<file path="src/rtl/uart_rx.sv">
// ============================================================================
//  Module   : uart_rx
//  Purpose  : 8N1-style UART receiver, mid-bit sampling, valid/ack hand-off
//  Revision : 1.0
// ============================================================================
`timescale 1ns/1ps
`default_nettype none

module uart_rx #(
  parameter int DATA_BITS = 8,
  parameter int BAUD      = 9600,
  parameter int SYS_CLK   = 12000000
) (
  input  logic                 clk,
  input  logic                 rst,
  input  logic                 enable,
  input  logic                 rx_wire,
  input  logic                 rx_ack,
  output logic [DATA_BITS-1:0] rx_data,
  output logic                 rx_valid,
  output logic                 frame_error,
  output logic                 overrun,
  output logic                 busy
);

  localparam int CLKS_PER_BIT = SYS_CLK / BAUD;
  localparam int HALF_BIT     = CLKS_PER_BIT / 2;
  localparam int CNT_W        = $clog2(CLKS_PER_BIT);

  localparam logic [CNT_W-1:0] C_CNT_FULL = CNT_W'(CLKS_PER_BIT - 1);
  localparam logic [CNT_W-1:0] C_CNT_HALF = CNT_W'(HALF_BIT - 1);
  localparam logic [CNT_W-1:0] C_CNT_ONE  = CNT_W'(1);
  localparam logic [3:0]       C_IDX_LAST = 4'(DATA_BITS - 1);
  localparam logic [3:0]       C_IDX_ONE  = 4'd1;

  typedef enum logic [1:0] {
    S_IDLE  = 2'd0,
    S_START = 2'd1,
    S_DATA  = 2'd2,
    S_STOP  = 2'd3
  } state_t;

  state_t                 state_q;
  logic [CNT_W-1:0]       cnt_q;
  logic [3:0]             idx_q;
  logic [DATA_BITS-1:0]   shift_q;
  logic                   rx_meta_q;
  logic                   rx_s_q;
  logic [DATA_BITS-1:0]   rx_data_q;
  logic                   rx_valid_q;
  logic                   frame_error_q;
  logic                   overrun_q;

  always_ff @(posedge clk or posedge rst) begin
    if (rst) begin
      state_q       <= S_IDLE;
      cnt_q         <= '0;
      idx_q         <= '0;
      shift_q       <= '0;
      rx_meta_q     <= 1'b1;
      rx_s_q        <= 1'b1;
      rx_data_q     <= '0;
      rx_valid_q    <= 1'b0;
      frame_error_q <= 1'b0;
      overrun_q     <= 1'b0;
    end else begin
      rx_meta_q     <= rx_wire;
      rx_s_q        <= rx_meta_q;
      frame_error_q <= 1'b0;

      // Ack clears first; a load later in this block overrides it in the same cycle.
      if (rx_ack) begin
        rx_valid_q <= 1'b0;
        overrun_q  <= 1'b0;
      end

      case (state_q)
        S_IDLE: begin
          if (enable && !rx_s_q) begin
            state_q <= S_START;
            cnt_q   <= '0;
          end
        end
        S_START: begin
          if (cnt_q == C_CNT_HALF) begin
            cnt_q <= '0;
            if (!rx_s_q) begin
              state_q <= S_DATA;
              idx_q   <= '0;
            end else begin
              state_q <= S_IDLE;
            end
          end else begin
            cnt_q <= cnt_q + C_CNT_ONE;
          end
        end
        S_DATA: begin
          if (cnt_q == C_CNT_FULL) begin
            cnt_q   <= '0;
            shift_q <= {rx_s_q, shift_q[DATA_BITS-1:1]};
            idx_q   <= idx_q + C_IDX_ONE;
            if (idx_q == C_IDX_LAST) begin
              state_q <= S_STOP;
            end
          end else begin
            cnt_q <= cnt_q + C_CNT_ONE;
          end
        end
        S_STOP: begin
          if (cnt_q == C_CNT_FULL) begin
            cnt_q   <= '0;
            state_q <= S_IDLE;
            if (rx_s_q) begin
              rx_data_q  <= shift_q;
              rx_valid_q <= 1'b1;
              if (rx_valid_q && !rx_ack) begin
                overrun_q <= 1'b1;
              end
            end else begin
              frame_error_q <= 1'b1;
            end
          end else begin
            cnt_q <= cnt_q + C_CNT_ONE;
          end
        end
        default: state_q <= S_IDLE;
      endcase
    end
  end

  assign rx_data     = rx_data_q;
  assign rx_valid    = rx_valid_q;
  assign frame_error = frame_error_q;
  assign overrun     = overrun_q;
  assign busy        = (state_q != S_IDLE);

endmodule

`default_nettype wire

</file>
<file path="config.mk">
export PLATFORM = sky130hd
export DESIGN_NAME = uart_rx
export DESIGN_NICKNAME = d
export VERILOG_FILES = /design/src/rtl/uart_rx.sv
export SDC_FILE = /design/constraint.sdc
export NUM_CORES = 1
export LEC_CHECK = 0
export ABC_AREA = 1
export CAP_MARGIN = 20
export CORE_ASPECT_RATIO = 1.1
export CORE_MARGIN = 2
export CORE_UTILIZATION = 45
export CTS_BUF_LIST = sky130_fd_sc_hd__clkbuf_2 sky130_fd_sc_hd__clkbuf_4 sky130_fd_sc_hd__clkbuf_8
export DETAILED_ROUTE_END_ITERATION = 7
export HOLD_SLACK_MARGIN = 0.05
export PLACE_DENSITY = 0.67
export RECOVER_POWER = 25
export SLEW_MARGIN = 30
export SYNTH_ARGS = -nofsm -noshare
export SYNTH_HDL_FRONTEND = slang
export SYNTH_SLANG_ARGS = --single-unit
export TNS_END_PERCENT = 30
</file>
<file path="constraint.sdc">
create_clock -name clk -period 1.95 [get_ports clk]
set_input_delay 0.2925 -clock clk [delete_from_list [all_inputs] [get_ports clk]]
set_output_delay 0.2925 -clock clk [all_outputs]
set_load 0.005 [all_outputs]
</file>
==> impl_metrics.py, run 1 <==
metrics = {
    "status": {
        "outcome": "finished, final reports clean",
    },
    "floorplan": {
        "io_pins": 17,
        "die_x_um": 67.81,
        "die_area_um2": 5031,
        "die_y_um": 74.20,
        "core_um2": 4317,
        "fp-row-count": 25,
        "start_util": 0.4670,
    },
    "clocking": {
        "cts_tree": "yes",
        "clock-sinks": 38,
        "cts.clk_slew.worst_paths_ns": 0.07,
        "cts_setup_buffers": 0,
        "clockBufferDepth": 2,
        "clock_latency_ns": 0.29,
        "cts_root_buffer": "clkbuf_8",
        "ctsResizeCount": 0,
        "htreeDepth": 2,
        "cts_buffers": 5,
        "cts_hold_buf": 0,
    },
    "global_route": {
        "grt_pass1_vias": 1569,
        "track_usage": 0.1776,
        "grt_max_degree": 39,
        "grt_first_pass_wirelength_mm": 6.741,
        "overflow": 0,
        "antenna_found_initial": 0,
    },
    "logic_synthesis": {
        "syn_area_um2": 2016,
        "synth_top_cell_area_share": 0.4469,
        "ys_seq_area_frac": 0.4730,
        "synth_top_area_cell": "dfrtp_1",
        "synth_edf_count": 0,
        "yosysWarnings": 0,
        "yosysMostFrequentCell": "nand2_1",
        "synth-async-reset-ratio": 1.000,
        "ys_top_cells_by_count": "nand2_1, inv_1, dfrtp_1",
        "synth_area_leaders": "dfrtp_1, nand2_1, inv_1",
        "syn_inst": 248,
        "synth_area_per_cell_um2": 8.128,
        "ys_ff_latch": 38,
        "synthesis.nets": 257,
        "synth.distinct_cells": 24,
        "synth_ff_type": "dfrtp_1",
    },
    "worst_setup_path": {
        "worstSetupPathType": "reg2out",
        "critPathMaxFanout": 6,
        "required_ns": 1.66,
        "crit_path_end_kind": "primary output",
        "cp.arrival_ns": 1.44,
        "startpoint_type": "flop",
        "r2r-start": "cnt_q[1]",
        "r2r_setup_slack_ns": 0.23,
        "critPathSlowestCell": "clkdlybuf4s50_1",
        "reg2reg_to": "state_q[0]",
        "path_cells": "nor2_1 -> inv_1 -> clkdlybuf4s50_1",
        "cpPeakStageDelay_ns": 0.51,
        "worstRegToRegCells": 10,
    },
    "place": {
        "hpwlAfterDp_mm": 2.806,
        "place_congestion": 0.8726,
        "io_buffers": 16,
    },
    "routing": {
        "avgRoutedWirePerCell_um": 11.94,
        "wirelength_mm": 3.879,
        "drtIter0Drc": 96,
        "vias": 1628,
        "dr.pass1.iters": 4,
        "antenna_left": 0,
        "viasPerCell": 5.009,
        "drcViolationCount": 0,
    },
    "pwr": {
        "clock_power_share": 0.502,
        "internal_power_mw": 1.344,
        "share_seq_of_total_power": 0.482,
        "comb_power_share": 0.016,
        "peakVddDrop_mv": 0.5897,
        "p_leak_nw": 1.109,
        "p_sw_uw": 299.9,
        "power_mw": 1.644,
        "switching_share": 0.1824,
        "power_per_cell_area_nw_per_um2": 693.1,
    },
    "hold_path": {
        "hold_end": "rx_s_q",
        "min-delay-start": "rx_meta_q",
        "hold_path_depth": 0,
        "min_path_type": "reg2reg",
    },
    "final_layout": {
        "nets": 279,
        "antenna_cells": 0,
        "layout-drive-gt1-share": 0.1292,
        "area_delta_synth_final_pct": 17.69,
        "final_util": 0.5496,
    },
    "sta": {
        "slew_headroom": 0.3698,
        "rsz0062_at_grt": "no",
        "setup_violations": 0,
        "setup-tns-final_ns": 0,
        "finalCritPeriodShare": 0.8910,
        "whs_ns": 0.3569,
        "hold_viol": 0,
        "skew_ns": 0.003243,
        "fmax_mhz": 575.6,
        "worstMarginPinSlew_ns": 0.9453,
        "layout_min_cycle_time_ns": 1.737,
        "finalMaxSlewViolations": 0,
    },
    "run": {
        "drv_cap": 0,
    },
}
-- how the worst max path moves through the flow --
| stage | from | end | slack (ns) | depth (start not counted) |
|---|---|---|---|---|
| 4_1_cts | flop | busy | 0.20 | 3 |
| 6_report | flop | busy | 0.21 | 3 |
| 2_1_floorplan | cnt_q[1] | flop | 0.51 | 9 |
| 3_5_place_dp | cnt_q[1] | cnt_q[2] | 0.22 | 9 |
| 3_3_place_gp | cnt_q[1] | cnt_q[4] | 0.23 | 9 |
| 5_1_grt | cnt_q[1] | state_q[0] | 0.06 | 10 |
-- layout by cell type, fill, tap and decap left out, drive strengths merged --
master and n:
xnor2 1, o21ai 29, buf 1, dfrtp 36, nor3 5, nand4 10, inv 40, dfstp 2
nor4 1, nand3 21, o21bai 3, clkbuf 7, o31ai 2, nor3b 1, ha 4, bufinv 2
dlygate4sd3 2, xor2 1, nor2 17, nand2 72, clkdlybuf4s50 14
-- per-layer routing --
| metal | up-vias | GRT usage | part of all wire |
|---|---|---|---|
| met5 | - | 0 | 0 |
| met4 | 0 | 0.06444 | 0.015 |
| met3 | 6 | 0.04085 | 0.038 |
| met2 | 36 | 0.2952 | 0.47 |
| met1 | 748 | 0.2264 | 0.47 |
| li1 | 838 | - | - |
-- worst max-delay path: cells and delay by family (launching register included) --
family                 cells  cell delay (ns)
buffers and inverters      2             0.63
DFF                        1             0.44
and+or+nand+nor            1             0.08
-- cell families after synthesis --
kind of cell	count (synthesis)	share of synthesized area
simple gates	127	0.2855
flops	38	0.4730
compound gates	34	0.1204
fa+ha+maj	4	0.02483
buf+inv	43	0.08752
xor+xnor	2	0.008692
-- cell type report --
type / instances / area, µm²
fill: 415 / 1944
multi-input combinational: 167 / 885.9
clock buffer: 6 / 82.58
clock inverter: 2 / 60.06
inverter: 40 / 150.1
tap: 54 / 67.56
timing repair buffer: 18 / 172.7
sequential: 38 / 953.4
-- registers in the layout (all words and copies together), names as in the netlist, named ones only --
register / flops
cnt_q: 11
rx_data: 8
shift_q: 8
idx_q: 4
frame_error: 1
overrun: 1
rx_meta_q: 1
rx_s_q: 1
rx_valid: 1
state_q: 1
-- power by group through the flow --
stage | sequential (mW) | combinational, mW | clock, mW
after floorplan | 0.808 | 0.0140 | 0
after global placement | 0.808 | 0.0293 | 0
after detailed placement | 0.808 | 0.0292 | 0
after CTS | 0.793 | 0.0293 | 0.845
after global routing | 0.793 | 0.0308 | 0.878
final | 0.793 | 0.0262 | 0.825
-- metrics by stage --
step	cells	instance area [µm²]	setup WS (ns)
2_1_floorplan	248	2016	0.5108
3_3_place_gp	317	2232	0.2342
3_5_place_dp	317	2232	0.2242
4_1_cts	325	2375	0.1998
5_1_grt	325	2372	0.06380
6_report	325	2372	0.2126
No activity file was read; power rests on OpenSTA's default activity.
==> inputs of run 2 (changes only) <==
--- a/config.mk
+++ b/config.mk
@@ -7,7 +7,7 @@
 export LEC_CHECK = 0
 export ABC_AREA = 1
 export CAP_MARGIN = 20
-export CORE_ASPECT_RATIO = 1.1
+export CORE_ASPECT_RATIO = 1.4
 export CORE_MARGIN = 2
 export CORE_UTILIZATION = 45
 export CTS_BUF_LIST = sky130_fd_sc_hd__clkbuf_2 sky130_fd_sc_hd__clkbuf_4 sky130_fd_sc_hd__clkbuf_8
==> impl_metrics.py, run 2 (synthesis results as in run 1) <==
metrics = {
    "sta": {
        "fmax_mhz": 571.1,
        "worstMarginPinSlew_ns": 0.9241,
        "finalCritPeriodShare": 0.8979,
        "setup_violations": 0,
        "layout_min_cycle_time_ns": 1.751,
        "slew_headroom": 0.3839,
        "setup-tns-final_ns": 0,
        "rsz0062_at_grt": "no",
        "hold_viol": 0,
        "finalMaxSlewViolations": 0,
        "skew_ns": 0.004014,
        "whs_ns": 0.3557,
    },
    "global_route": {
        "grt_max_degree": 39,
        "overflow": 0,
        "antenna_found_initial": 0,
        "grt_first_pass_wirelength_mm": 7.065,
        "track_usage": 0.1834,
        "grt_pass1_vias": 1585,
    },
    "final_layout": {
        "layout-drive-gt1-share": 0.1259,
        "largest-register": "cnt_q",
        "final_common_cell": "nand2_1",
        "area_delta_synth_final_pct": 15.33,
        "nets": 278,
        "final_cell_mix": "nand2_1, inv_1, dfrtp_1",
        "largest_register_ffs": 11,
        "antenna_cells": 0,
        "final_util": 0.5439,
    },
    "routing": {
        "drtIter0Drc": 46,
        "dr.pass1.iters": 4,
        "drcViolationCount": 0,
        "avgRoutedWirePerCell_um": 11.94,
        "wirelength_mm": 3.941,
        "vias": 1643,
        "antenna_left": 0,
        "viasPerCell": 4.979,
    },
    "worst_setup_path": {
        "crit_path_end_kind": "primary output",
        "cp.arrival_ns": 1.46,
        "startpoint_type": "flop",
        "worstSetupPathType": "reg2out",
        "critPathMaxFanout": 4,
        "required_ns": 1.66,
    },
    "status": {
        "outcome": "finished, final reports clean",
    },
    "floorplan": {
        "die_x_um": 60.57,
        "start_util": 0.4716,
        "die_y_um": 83.19,
        "io_pins": 17,
        "die_area_um2": 5038,
        "core_um2": 4274,
        "fp-row-count": 28,
    },
    "clocking": {
        "clock-sinks": 38,
        "cts_root_buffer": "clkbuf_8",
        "cts_setup_buffers": 0,
        "clock_latency_ns": 0.29,
        "clockBufferDepth": 2,
        "cts.clk_slew.worst_paths_ns": 0.08,
        "cts_buffers": 5,
        "cts_hold_buf": 0,
        "ctsResizeCount": 0,
        "htreeDepth": 2,
        "cts_tree": "yes",
    },
    "pwr": {
        "peakVddDrop_mv": 0.3621,
        "p_leak_nw": 1.081,
        "power_per_cell_area_nw_per_um2": 600.0,
    },
    "place": {
        "io_buffers": 16,
        "place_congestion": 0.8950,
        "hpwlAfterDp_mm": 2.971,
    },
    "hold_path": {
        "min_path_type": "reg2reg",
    },
    "run": {
        "drv_cap": 0,
    },
}
-- run 2: per-layer routing --
| metal | part of all wire | global-route usage | vias to the layer above | routed length (µm) |
|---|---|---|---|---|
| met5 | 0 | 0 | - | 0 |
| met4 | 0.026 | 0.07312 | 0 | 102 |
| met3 | 0.048 | 0.04050 | 8 | 189 |
| met2 | 0.50 | 0.2923 | 44 | 1958 |
| met1 | 0.43 | 0.2348 | 752 | 1691 |
| li1 | - | - | 839 | - |
-- run 2: worst paths after layout --
check                            from  cells past startpoint    endpoint  slack [ns]
max in group asynchronous         rst                      3  shift_q[6]        0.67
hold / removal              rx_meta_q                      0      rx_s_q        0.36
setup reg to reg             cnt_q[1]                      9        flop        0.24
min in group asynchronous         rst                      3   cnt_q[10]        0.71
setup / recovery           state_q[0]                      3        busy        0.20
hold reg to reg             rx_meta_q                      0      rx_s_q        0.36
-- run 2: worst max-delay path, stage by stage (launching register included) --
cell and delay (ns):
dfrtp_1 0.43, nor2_1 0.18, inv_1 0.11, clkdlybuf4s50_1 0.45
-- run 2: through the flow --
stage,total power [mW],setup WS [ns],instance area [µm²],cells
finish,1.395,0.1991,2325,330
global route,1.459,0.09921,2325,330
CTS,1.418,0.1874,2327,330
detailed placement,0.8378,0.2700,2232,322
global placement,0.8375,0.2635,2232,322
floorplan,0.8220,0.5108,2016,248
-- run 2: report_power, final --
part	internal [mW]	switching, mW
Clock	0.284	0.292
Combinational	0.00750	0.0181
Sequential	0.791	0.00189
-- run 2: area by class of cell --
class,instances,area (µm²)
clock buffer,6,82.58
sequential,38,953.4
multi-input combinational,167,885.9
inverter,40,150.1
clock inverter,2,12.51
timing repair buffer,17,165.2
tap,60,75.07
fill,413,1949
==> inputs of run 3 (changes only) <==
--- a/config.mk
+++ b/config.mk
@@ -7,7 +7,6 @@
 export LEC_CHECK = 0
 export ABC_AREA = 1
 export CAP_MARGIN = 20
-export CORE_ASPECT_RATIO = 1.4
 export CORE_MARGIN = 2
 export CORE_UTILIZATION = 45
 export CTS_BUF_LIST = sky130_fd_sc_hd__clkbuf_2 sky130_fd_sc_hd__clkbuf_4 sky130_fd_sc_hd__clkbuf_8
==> impl_metrics.py, run 3 (synthesis results as in run 1) <==
metrics = {
    "routing": {
        "dr.pass1.iters": 4,
        "antenna_left": 0,
        "wirelength_mm": 3.802,
        "vias": 1625,
        "drcViolationCount": 0,
        "avgRoutedWirePerCell_um": 11.73,
        "drtIter0Drc": 82,
        "viasPerCell": 5.015,
    },
    "pwr": {
        "peakVddDrop_mv": 0.3864,
        "p_leak_nw": 1.112,
        "power_mw": 1.614,
        "power_per_cell_area_nw_per_um2": 680.4,
    },
    "clocking": {
        "cts_tree": "yes",
        "cts.clk_slew.worst_paths_ns": 0.08,
        "cts_buffers": 5,
        "cts_root_buffer": "clkbuf_8",
        "cts_hold_buf": 0,
        "ctsResizeCount": 0,
        "cts_setup_buffers": 0,
        "clock-sinks": 38,
        "clockBufferDepth": 2,
        "htreeDepth": 2,
        "clock_latency_ns": 0.29,
    },
    "worst_setup_path": {
        "worstRegToRegCells": 9,
        "startpoint_type": "flop",
        "critPathMaxFanout": 6,
        "r2r-start": "cnt_q[1]",
        "cp.arrival_ns": 1.47,
        "worstSetupPathType": "reg2out",
        "crit_path_end_kind": "primary output",
        "r2r_setup_slack_ns": 0.22,
        "required_ns": 1.66,
    },
    "sta": {
        "hold_viol": 0,
        "whs_ns": 0.3576,
        "finalMaxSlewViolations": 0,
        "finalCritPeriodShare": 0.9052,
        "skew_ns": 0.008085,
        "rsz0062_at_grt": "no",
        "setup_violations": 0,
        "fmax_mhz": 566.5,
        "worstMarginPinSlew_ns": 0.9229,
        "setup-tns-final_ns": 0,
        "layout_min_cycle_time_ns": 1.765,
        "slew_headroom": 0.3847,
    },
    "final_layout": {
        "largest-register": "cnt_q",
        "nets": 280,
        "largest_register_ffs": 11,
        "antenna_cells": 0,
        "area_delta_synth_final_pct": 17.69,
        "layout-drive-gt1-share": 0.1324,
        "final_common_cell": "nand2_1",
        "final_cell_mix": "nand2_1, inv_1, dfrtp_1",
        "nFillCells": 425,
    },
    "global_route": {
        "grt_max_degree": 39,
        "track_usage": 0.1735,
        "grt_pass1_vias": 1541,
        "antenna_found_initial": 0,
        "grt_first_pass_wirelength_mm": 6.837,
        "overflow": 0,
    },
    "floorplan": {
        "start_util": 0.4661,
        "die_x_um": 70.93,
        "io_pins": 17,
        "die_y_um": 70.93,
        "fp-row-count": 24,
        "core_um2": 4324,
        "die_area_um2": 5030,
    },
    "run": {
        "drv_cap": 0,
    },
    "place": {
        "place_congestion": 0.9250,
        "hpwlAfterDp_mm": 2.829,
        "io_buffers": 16,
    },
    "hold_path": {
        "min-delay-start": "rx_meta_q",
        "hold_path_depth": 0,
        "min_path_type": "reg2reg",
    },
    "status": {
        "outcome": "finished, final reports clean",
    },
}
-- run 3: cell types whose count changed in the layout (fill, tap and decap cells not counted), sizes merged --
| cell | previous run | this run |
|---|---|---|
| buf | 0 | 2 |
| clkbuf | 7 | 6 |
| bufinv | 0 | 2 |
| clkinvlp | 1 | 0 |
-- run 3: path summary, 6_finish.rpt --
kind,endpoint
setup reg to reg,cnt_q[4]
setup / recovery,busy
hold / removal,rx_s_q
max in group asynchronous,idx_q[3]
min in group asynchronous,rx_data[6]
hold reg to reg,rx_s_q
-- run 3: area by class of cell --
| class | instances | area (µm²) | share of cell area |
|---|---|---|---|
| Timing Repair Buffer | 19 | 180.2 | 0.07595 |
| Sequential cell | 38 | 953.4 | 0.4019 |
| Multi-Input combinational cell | 167 | 885.9 | 0.3734 |
| Clock buffer | 5 | 68.82 | 0.02901 |
| Inverter | 40 | 150.1 | 0.06329 |
| Clock inverter | 3 | 68.82 | 0.02901 |
| Tap cell | 52 | 65.06 | 0.02743 |
-- run 3: critical path: stages (launching register included) --
cell and delay (ns):
dfrtp_1 0.45, nor2_1 0.09, inv_1 0.12, clkdlybuf4s50_1 0.52
-- run 3: per-stage QoR --
stage / utilization / instances / worst slack, ns / cell area, µm²
final: 0.5486 / 324 / 0.1849 / 2372
after global routing: 0.5486 / 324 / 0.02276 / 2372
after CTS: 0.5492 / 324 / 0.1848 / 2375
after detailed placement: 0.5174 / 316 / 0.2031 / 2237
after global placement: 0.5174 / 316 / 0.2664 / 2237
after floorplan: - / 248 / 0.5108 / 2016
-- run 3: routing by layer --
| metal | vias to the layer above | track usage | wire length, µm |
|---|---|---|---|
| met2 | 39 | 0.2710 | 1797 |
| met4 | 0 | 0.05660 | 25 |
| met1 | 744 | 0.2325 | 1800 |
| met3 | 2 | 0.05271 | 179 |
| met5 | - | 0 | 0 |
| li1 | 840 | - | - |
-- run 3: where the power goes --
| group | switching (mW) | internal, mW | leakage (nW) |
|---|---|---|---|
| Combinational | 0.0182 | 0.00748 | 0.540 |
| Sequential | 0.00169 | 0.791 | 0.504 |
| Clock | 0.283 | 0.512 | 0.0683 |
